**config.mk**
```make
export PLATFORM = sky130hd
export DESIGN_NAME = matrix_vector_multiplier
export DESIGN_NICKNAME = d
export VERILOG_FILES = /design/src/rtl/matrix_vector_multiplier.sv
export SDC_FILE = /design/constraint.sdc
export NUM_CORES = 1
export LEC_CHECK = 0
export CAP_MARGIN = 25
export CORE_MARGIN = 2
export CORE_UTILIZATION = 45
export DETAILED_ROUTE_END_ITERATION = 7
export PLACE_DENSITY = 0.68
export SLEW_MARGIN = 20
export SYNTH_ARGS = -nofsm -noshare
export SYNTH_HDL_FRONTEND = slang
export SYNTH_SLANG_ARGS = --single-unit
```
**constraint.sdc**
```tcl
create_clock -name clk -period 8.1 [get_ports clk]
set_input_delay 1.62 -clock clk [delete_from_list [all_inputs] [get_ports clk]]
set_output_delay 1.62 -clock clk [all_outputs]
set_load 0.005 [all_outputs]
```
**src/rtl/matrix_vector_multiplier.sv**
```systemverilog
// Signed N x N matrix times N-vector: one result row per clock through N multipliers and an adder tree.
// Define MVM_SATURATE_EN to clamp each result element instead of wrapping it to WIDTH bits.
module matrix_vector_multiplier #(
   parameter int N     = 3,
   parameter int WIDTH = 8
) (
   input  logic                   clk,
   input  logic                   rst_n,
   input  logic                   ena,
   input  logic [N*N*WIDTH-1:0]   matrix_a,
   input  logic [N*WIDTH-1:0]     vector_b,
   output logic [N*WIDTH-1:0]     vector_c,
   output logic                   done,
   output logic [1:0]             o_dbg_state
);

   localparam int ACC_W = 2*WIDTH + $clog2(N);
   localparam int ROW_W = (N > 1) ? $clog2(N) : 1;
   localparam logic [ROW_W-1:0] LAST_ROW = ROW_W'(N-1);

`ifdef MVM_SATURATE_EN
   localparam logic signed [ACC_W-1:0] SAT_MAX = {{(ACC_W-WIDTH+1){1'b0}}, {(WIDTH-1){1'b1}}};
   localparam logic signed [ACC_W-1:0] SAT_MIN = {{(ACC_W-WIDTH+1){1'b1}}, {(WIDTH-1){1'b0}}};
`endif

   typedef enum logic [1:0] {
      IDLE    = 2'd0,
      COMPUTE = 2'd1,
      DONE    = 2'd2
   } state_t;

   state_t                    r_state;
   logic [ROW_W-1:0]          r_row;
   logic signed [WIDTH-1:0]   r_a [N][N];
   logic signed [WIDTH-1:0]   r_b [N];
   logic [WIDTH-1:0]          r_c [N];
   logic                      r_done;

   logic signed [WIDTH-1:0]   w_in_a [N][N];
   logic signed [WIDTH-1:0]   w_in_b [N];
   logic signed [2*WIDTH-1:0] w_prod [N];
   logic signed [ACC_W-1:0]   w_acc;
   logic [WIDTH-1:0]          w_res;

   // Unpack the MSB-first flattened buses: element 0 lives in the top bits.
   for (genvar gi = 0; gi < N; gi++) begin : g_unpack
      assign w_in_b[gi] = vector_b[(N-1-gi)*WIDTH +: WIDTH];
      assign vector_c[(N-1-gi)*WIDTH +: WIDTH] = r_c[gi];
      for (genvar gj = 0; gj < N; gj++) begin : g_col
         assign w_in_a[gi][gj] = matrix_a[(N*N-1-(gi*N+gj))*WIDTH +: WIDTH];
      end
   end

   // Full-precision dot product of the current row with the captured vector.
   always_comb begin
      w_prod = '{default: '0};
      w_acc  = '0;
      for (int j = 0; j < N; j++) begin
         w_prod[j] = (2*WIDTH)'(r_a[r_row][j]) * (2*WIDTH)'(r_b[j]);
         w_acc     = w_acc + ACC_W'(w_prod[j]);
      end
   end

   always_comb begin
      w_res = w_acc[WIDTH-1:0];
`ifdef MVM_SATURATE_EN
      if (w_acc > SAT_MAX) begin
         w_res = SAT_MAX[WIDTH-1:0];
      end else if (w_acc < SAT_MIN) begin
         w_res = SAT_MIN[WIDTH-1:0];
      end
`endif
   end

   always_ff @(posedge clk or negedge rst_n) begin
      if (!rst_n) begin
         r_state <= IDLE;
         r_row   <= '0;
         r_done  <= 1'b0;
         for (int i = 0; i < N; i++) begin
            r_b[i] <= '0;
            r_c[i] <= '0;
            for (int j = 0; j < N; j++) begin
               r_a[i][j] <= '0;
            end
         end
      end else begin
         case (r_state)
            IDLE, DONE: begin
               // Capturing the operands decouples the run from later input changes.
               if (ena) begin
                  for (int i = 0; i < N; i++) begin
                     r_b[i] <= w_in_b[i];
                     for (int j = 0; j < N; j++) begin
                        r_a[i][j] <= w_in_a[i][j];
                     end
                  end
                  r_row   <= '0;
                  r_done  <= 1'b0;
                  r_state <= COMPUTE;
               end
            end
            COMPUTE: begin
               r_c[r_row] <= w_res;
               if (r_row == LAST_ROW) begin
                  r_row   <= '0;
                  r_done  <= 1'b1;
                  r_state <= DONE;
               end else begin
                  r_row <= r_row + ROW_W'(1);
               end
            end
            default: begin
               r_state <= IDLE;
            end
         endcase
      end
   end

   assign done        = r_done;
   assign o_dbg_state = r_state;

endmodule

```
# Yosys cells after proc, flatten, opt, wreduce, memory -nomap -nowiden
# Cells that the tools add are included.
[word_totals] reg_bits=125 latch_bits=0 mem_bits_rw=0 rom_bits=0 inputBits=99 output_inout_bits=27 memories=0
[classes] add_sub_neg=3 mul=3 div_mod_pow=0 order_cmp=2 eq_ne=5 n_shift=0 mux=15 n_bitwise=1 n_reduce_logical=8
[op_table] cell="24-bit binary-select mux with 2-bit select" count=1
[op_table] cell="24-bit two-way mux" count=2
[op_table] cell="24-bit bitwise mux" count=1
[op_table] cell="8-bit by 8-bit multiplier with 8-bit output" count=3
[op_table] cell="8-bit adder" count=2
[op_table] cell="8-bit demux with 2-bit select" count=1
[op_table] cell="2-bit two-way mux" count=4
[op_table] cell="8-bit two-way mux" count=1
[op_table] cell="2-bit case mux with 2 select lines" count=2
[op_table] cell="2-bit AND reduction" count=3
[op_table] cell="2-bit equality test (second input constant)" count=2
[op_table] cell="2-bit != test (second input constant)" count=2
[op_table] cell="3-bit >= comparator (second input constant)" count=1
[op_table] cell="3-bit by 1-bit < comparator with 1-bit output (second input constant)" count=1
[op_table] cell="2-bit NOT with 3-bit output" count=1
[op_table] cell="3-bit AND reduction" count=1
[op_table] cell="2-bit by 1-bit adder with 2-bit output (second input constant)" count=1
[op_table] cell="2-bit by 1-bit equality test with 1-bit output (second input constant)" count=1
[op_table] cell="2-bit logical NOT" count=1
[op_table] cell="1-bit two-way mux" count=2
[op_table] cell="1-bit case mux with 2 select lines" count=1
[op_table] cell="2-bit nonzero test" count=1
[op_table] cell="2-bit OR reduction" count=1
[op_table] cell="1-bit logical AND" count=1

# Depth between registers and ports, before layout
# Gate-level depths: netlist (run 1).
[depth] ltp_word=8 depth_mapped=28

# Worst setup path before layout (run 1)
# OpenSTA, ideal clock, no wires.
[synth_path] path_kind="flip-flop to flip-flop" start="register r_row[1]" end="register r_c (netlist bit vector_c[15])" arrival_time_ps=6456 required_time_ps=7968 setup_slack_ps=1513 path_stages_with_launch=25 synth_period_minus_slack_ps=6587 cell_sequence="dfrtp_1 > buf_6 > buf_12 > buf_12 > mux2i_1 > o21ai_1 > nand2_1 > fa_1 > inv_1 > fa_1 > inv_1 > fa_1 > fa_1 > fa_1 > fa_1 > fa_1 > inv_1 > ha_1 > a21o_1 > a21oi_1 > xnor3_1 > xnor2_1 > xnor3_1 > xnor3_1 > o21ai_1"
[synth_between] elab_chain_len=8 elab_cells_between_ends=15 cone_classes="2 x add/sub; 3 x mul; 2 x order compare; 6 x mux; 1 x bitwise; 1 x reduce/logical"
[synth_rtl] element="from (decl)" line_no="33" source="logic [ROW_W-1:0] r_row;"
[synth_rtl] element="from (signal assigned)" line_no="110" source="r_row <= r_row + ROW_W'(1);"
[synth_rtl] element="2-bit NOT with 3-bit output (implied by the code) (*)" line_no="59, 104"
[synth_rtl] element="24-bit binary-select mux with 2-bit select" line_no="59" source="w_prod[j] = (2*WIDTH)'(r_a[r_row][j]) * (2*WIDTH)'(r_b[j]);"
[synth_rtl] element="24-bit two-way mux (implied by the code) (2 in a row)" line_no="59"
[synth_rtl] element="8-bit by 8-bit multiplier with 8-bit output" line_no="59"
[synth_rtl] element="8-bit adder (2 in a row)" line_no="60" source="w_acc = w_acc + ACC_W'(w_prod[j]);"
[synth_rtl] element="24-bit bitwise mux (*)" line_no="104" source="r_c[r_row] <= w_res;"
[synth_rtl] element="to (signal, indexed assignment)" line_no="104"
[synth_rtl] element="to (decl)" line_no="36" source="logic [WIDTH-1:0] r_c [N];"
# Every way passes the cells marked *; elsewhere a longest branch is shown, timed or not. The select of a mux whose other input is x is not followed.
# A chain may end at the register's enable or synchronous reset.

# Worst setup path after layout (run 1)
# Same ends and word-level chain as after synthesis.

==> results_dict.tcl, run 1 <==
set metrics [dict create \
    rsz0062_at_grt "no" \
    synth_cell_types 33 \
    cts_buffers 17 \
    grt_max_degree 98 \
    clockRootBuffer "clkbuf_16" \
    whs_ns 0.465 \
    post_cts_resized 0 \
    antenna_found_initial 0 \
    max_freq_mhz 137 \
    dpl.hpwl_mm 15.3 \
    core_area_um2 18100 \
    vias 6308 \
    slowest_delay_ns 0.76 \
    syn_avg_cell_area_um2 8.98 \
    syn_to_final_growth_pct 24.2 \
    final_cell_mix "nand2_1, dfrtp_1, clkdlybuf4s50_1" \
    final_net_count 1254 \
    syn-num-nets 1137 \
    async_flop_share_pct 100 \
    fp.dieH_um 140 \
    synth_flop_cell "dfrtp_1" \
    cp_top_family "adder cells" \
    place_area_um2 9780 \
    synth_seq_cells 125 \
    synthCells 933 \
    critical_path.endpoint_type "flip-flop" \
    firstDrtPassIters 4 \
    netlist_area_um2 8380 \
    worstHoldPathType "reg -> reg" \
    layout_commonest_cell "nand2_1" \
    crit_path_start_kind "flip-flop" \
    drt_drc_violations_left 0 \
    die_area_um2 19700 \
    setup_viol 0 \
    die_w_um 140 \
    cts.sinks 125 \
    cp_common_cell "fa_1" \
    cts_buffer_depth 2 \
    insertion_delay_ns 0.41 \
    vias_per_cell 4.89 \
    maxCapViolCount 0 \
    worst_slew_pin_slew_ns 0.867 \
    skew_ns 0.00695 \
    cts_tree "done" \
    grt_pass1_wl_mm 32.7 \
    post_cts_buffers 0 \
    timing.setup.tns_ns 0 \
    critPathArrivalTime_ns 7.59 \
    synth_top_area_share_pct 37.3 \
    crit_type "reg -> reg" \
    antennaDiodeCount 0 \
    track_usage_pct 21.2 \
    clk_pin_slew_worst_paths_ns 0.06 \
    cts_hold_buf 0 \
    ys_warn_count 0 \
    drt-initial-drc-count 346 \
    relSlewSlack_pct 42.2 \
    drv_slew 0 \
    cp_slowest_cell "dfrtp_2" \
    status "finished, final reports clean" \
    ant_nets 0 \
    stdcell_area_um2 10400 \
    wl_mm 19.7 \
    rows 49 \
    htreeDepth 4 \
    finalCritPeriodShare_pct 90.2 \
    crit_fanout 31 \
    wl_per_cell_um 15.3 \
    yosys-top-cells-area "dfrtp_1, nand2_1, fa_1" \
    cp_num_buf_inv 4 \
    start_util_pct 46.3 \
    gr-total-overflow 0 \
    cp_cell_sequence "buf_4 > mux2i_1 > o21ai_1 > nand2_1 > fa_1 > fa_1 > fa_1 > inv_1 > fa_1 > fa_1 > fa_1 > inv_1 > fa_1 > inv_1 > ha_1 > a21oi_1 > xnor3_1 > xnor2_1 > xnor3_1 > xnor3_1 > o21ai_1" \
    synth_edf_count 0 \
    min_period_ns 7.31 \
    drive_above_1_share_pct 5.74 \
    crit_required_ns 8.38 \
    num_io_pins 126 \
    hold_violations 0 \
    seq_area_frac_synth_pct 37.3 \
    fin_util_pct 57.5 \
    gp_congestion 0.933 \
    post-synth-top-area-cell "dfrtp_1" \
    io_buffers 125 \
    grt_pass1_vias 6525 \
]
-- per-layer routing --
layer / GRT usage (%) / vias to the layer above / part of all wire, %
met4: 8.35 / 0 / 2.7
li1: - / 3111 / -
met5: 0 / - / 0
met1: 28.5 / 3021 / 45
met2: 33.6 / 139 / 48
met3: 4.58 / 37 / 3.9
-- worst register-to-register path: cells and delay by family, from the launching register on --
kind                     cells  cell delay, ns
adder cells (fa/ha/maj)      8            3.92
XOR/XNOR                     4            1.12
flip-flops                   1            0.76
AO/OA/AOI/OAI                3            0.57
buffers and inverters        4            0.55
AND/OR/NAND/NOR              1            0.14
multiplexers                 1            0.12
-- layout make-up --
cell class              instances  area (um^2)
multi-input cells             685         4730
inverters                      86          323
well taps                     229          287
clock buffers                  20          447
repair buffers                135         1360
clock inverters                11          119
flip-flops and latches        125         3130
fillers                      1578         7680
-- final timing paths --
check                                     startpoint                       end  slack (ns)  depth (start not counted)
worst max-delay path            r_row[1]$_DFFE_PN0P_  vector_c[15]$_DFFE_PN0P_        0.79                         21
worst min-delay path             r_a[54]$_DFFE_PN0P_       r_a[54]$_DFFE_PN0P_        0.46                          2
worst max register to register  r_row[1]$_DFFE_PN0P_  vector_c[15]$_DFFE_PN0P_        0.79                         21
worst min register to register   r_a[54]$_DFFE_PN0P_       r_a[54]$_DFFE_PN0P_        0.46                          2
max in group asynchronous                      rst_n       r_b[16]$_DFFE_PN0P_        5.80                          3
min in group asynchronous                      rst_n       r_a[66]$_DFFE_PN0P_        1.20                          1
-- state kept, by name (all words and copies together) (netlist names) --
| signal | flops |
|---|---|
| done | 1 |
| vector_c | 24 |
| r_b | 24 |
| o_dbg_state | 2 |
| r_a | 72 |
| r_row | 2 |
-- cell usage after synthesis, drive strengths merged, types with 2 or more instances --
master	count
clkbuf	22
a21o	2
xnor3	4
mux2i	21
inv	86
and2	48
a21oi	2
o21ai	41
nor2b	8
fa	51
a211o	3
ha	54
nand2b	5
nand3b	18
nand2	365
buf	15
and3	3
dfrtp	125
mux2	8
nand3	5
xnor2	36
xor2	8
-- per-stage QoR --
step	std cells	worst slack [ns]
finish	1291	0.793
global route	1291	0.389
CTS	1289	0.787
detailed placement	1258	0.803
global placement	1258	0.886
floorplan	933	1.51
-- logic make-up (layout without fill, tap and decap cells) --
| group | count (synthesis) | in the layout | share of synthesized area [%] |
|---|---|---|---|
| buffers and inverters | 123 | 252 | 6.32 |
| XOR/XNOR | 48 | 48 | 5.86 |
| AO/OA/AOI/OAI | 48 | 48 | 3.38 |
| multiplexers | 29 | 29 | 3.59 |
| flip-flops | 125 | 125 | 37.3 |
| adder cells (fa/ha/maj) | 105 | 105 | 20.3 |
| AND/OR/NAND/NOR | 455 | 455 | 23.3 |
Power of run 1 is not shown: default switching activity piles up to over one toggle a cycle in this logic, so the estimate is an artifact.
==> inputs of run 2 (changes only) <==
--- a/config.mk
+++ b/config.mk
@@ -5,12 +5,14 @@
 export SDC_FILE = /design/constraint.sdc
 export NUM_CORES = 1
 export LEC_CHECK = 0
-export CAP_MARGIN = 25
+export CAP_MARGIN = 20
 export CORE_MARGIN = 2
 export CORE_UTILIZATION = 45
+export CTS_CLUSTER_DIAMETER = 30
 export DETAILED_ROUTE_END_ITERATION = 7
 export PLACE_DENSITY = 0.68
 export SLEW_MARGIN = 20
 export SYNTH_ARGS = -nofsm -noshare
 export SYNTH_HDL_FRONTEND = slang
 export SYNTH_SLANG_ARGS = --single-unit
+export TNS_END_PERCENT = 5
==> run 2 against run 1 <==
  * Core utilization shrank 0.30 points
  * Final cell count shrank 0.15%
  * Critical path depth is the same
  * Register-to-register slack lost 0.02 ns
  * Count of clock-buffer cells in the layout is the same
  * Global-route usage is the same
  * Largest cell class unchanged
==> results_dict.tcl, run 2 (synthesis gave the netlist of run 1 again) <==
set metrics [dict create \
    status "finished, final reports clean" \
    syn_to_final_growth_pct 23.5 \
    cp_common_cell "fa_1" \
    start_util_pct 46.3 \
    timing.setup.tns_ns 0 \
    rsz0062_at_grt "no" \
    grt_pass1_wl_mm 32.7 \
    hold_violations 0 \
    final_net_count 1252 \
    wl_per_cell_um 15.3 \
    drv_slew 0 \
    largest_reg_flops 72 \
    final_cell_mix "nand2_1, dfrtp_1, clkdlybuf4s50_1" \
    htreeDepth 4 \
    dpl.hpwl_mm 15.3 \
    critPathLaunch "r_row[1]$_DFFE_PN0P_" \
    num_io_pins 126 \
    crit_fanout 31 \
    cts_hold_buf 0 \
    grt_pass1_vias 6525 \
    wl_mm 19.7 \
    post_cts_buffers 0 \
    crit_required_ns 8.38 \
    relSlewSlack_pct 32.2 \
    regMostFlops "r_a" \
    vias 6325 \
    setup_viol 0 \
    critical_path.endpoint_type "flip-flop" \
    drive_above_1_share_pct 5.57 \
    cts_tree "done" \
    worst_slew_pin_slew_ns 1.02 \
    crit_path_start_kind "flip-flop" \
    crit_type "reg -> reg" \
    cts.sinks 125 \
    post_cts_resized 0 \
    antenna_found_initial 0 \
    regToRegSetupSlack_ns 0.77 \
    gr-total-overflow 0 \
    grt_max_degree 98 \
    drt-initial-drc-count 352 \
    rows 49 \
    firstDrtPassIters 4 \
    skew_ns 0.00715 \
    gp_congestion 0.933 \
    r2r_end "vector_c[15]$_DFFE_PN0P_" \
    layout_commonest_cell "nand2_1" \
    cts_buffers 17 \
    cp_cell_sequence "buf_4 > mux2i_1 > o21ai_1 > nand2_1 > fa_1 > fa_1 > fa_1 > inv_1 > fa_1 > fa_1 > fa_1 > inv_1 > fa_1 > inv_1 > ha_1 > a21oi_1 > xnor3_1 > xnor2_1 > xnor3_1 > xnor3_1 > o21ai_1" \
    critPathArrivalTime_ns 7.61 \
    core_area_um2 18100 \
    antennaDiodeCount 0 \
    crit_path_end "vector_c[15]$_DFFE_PN0P_" \
    ant_nets 0 \
    min_period_ns 7.33 \
    die_w_um 140 \
    insertion_delay_ns 0.42 \
    die_area_um2 19700 \
    io_buffers 125 \
    rr_worst_depth 21 \
    max_freq_mhz 136 \
    drt_drc_violations_left 0 \
    clockRootBuffer "clkbuf_16" \
    reg2reg_from "r_row[1]$_DFFE_PN0P_" \
    finalCritPeriodShare_pct 90.5 \
    maxCapViolCount 0 \
    worstHoldPathType "reg -> reg" \
    cp_slowest_cell "dfrtp_2" \
    slowest_delay_ns 0.76 \
    track_usage_pct 21.2 \
    cts_buffer_depth 2 \
    fp.dieH_um 140 \
    vias_per_cell 4.91 \
    clk_pin_slew_worst_paths_ns 0.06 \
]
-- run 2: changes by cell type in the layout (fill, tap and decap cells not counted) --
cell,delta
buf_16,-2
-- run 2: critical path: cells and delay by family, from the launching register on --
family	cells	cell delay, ns
buf+inv	4	0.53
mux	1	0.11
xor+xnor	4	1.13
flops	1	0.76
compound gates	3	0.58
simple gates	1	0.14
fa+ha+maj	8	3.92
-- run 2: worst min path at each step --
stage                        start                  end  slack [ns]  depth (start not counted)
2_1_floorplan  r_a[54]$_DFFE_PN0P_  r_a[54]$_DFFE_PN0P_        0.44                          2
3_5_place_dp   r_a[54]$_DFFE_PN0P_  r_a[54]$_DFFE_PN0P_        0.46                          2
4_1_cts        r_a[54]$_DFFE_PN0P_  r_a[54]$_DFFE_PN0P_        0.47                          2
5_1_grt        r_a[56]$_DFFE_PN0P_  r_a[56]$_DFFE_PN0P_        0.49                          2
6_report       r_a[54]$_DFFE_PN0P_  r_a[54]$_DFFE_PN0P_        0.46                          2
3_3_place_gp   r_a[54]$_DFFE_PN0P_  r_a[54]$_DFFE_PN0P_        0.45                          2
-- run 2: layout make-up --
type | instances | area [um^2]
clock inverter | 11 | 119
timing repair buffer | 133 | 1310
sequential | 125 | 3130
tap | 229 | 287
fill | 1587 | 7740
multi-input combinational | 685 | 4730
clock buffer | 20 | 447
inverter | 86 | 323
-- run 2: routing by layer --
layer / routed length [um] / vias to the layer above / share of wire [%] / global-route usage, %
met1: 8940 / 3053 / 45 / 28.5
met2: 9480 / 133 / 48 / 33.6
met5: 0 / - / 0 / 0
met4: 501 / 0 / 2.5 / 8.35
li1: - / 3106 / - / -
met3: 772 / 33 / 3.9 / 4.58
-- run 2: stage by stage --
step | instances | hold WS [ns] | utilization [%] | setup WS (ns) | area [um^2]
floorplan | 933 | 0.438 | - | 1.51 | 8380
global placement | 1258 | 0.453 | 54.1 | 0.886 | 9780
detailed placement | 1258 | 0.456 | 54.1 | 0.803 | 9780
CTS | 1289 | 0.469 | 57.2 | 0.787 | 10300
global route | 1289 | 0.489 | 57.2 | 0.390 | 10300
finish | 1289 | 0.464 | 57.2 | 0.773 | 10300
Power of run 2 is left out for the same reason.
==> inputs of run 3 (changes only) <==
--- a/config.mk
+++ b/config.mk
@@ -11,6 +11,7 @@
 export CTS_CLUSTER_DIAMETER = 30
 export DETAILED_ROUTE_END_ITERATION = 7
 export PLACE_DENSITY = 0.68
+export SETUP_SLACK_MARGIN = 0.15
 export SLEW_MARGIN = 20
 export SYNTH_ARGS = -nofsm -noshare
 export SYNTH_HDL_FRONTEND = slang
==> results of run 3 <==
Final layout, timing and power as in run 2 (identical DEF).
Power of run 3 is left out for the same reason.
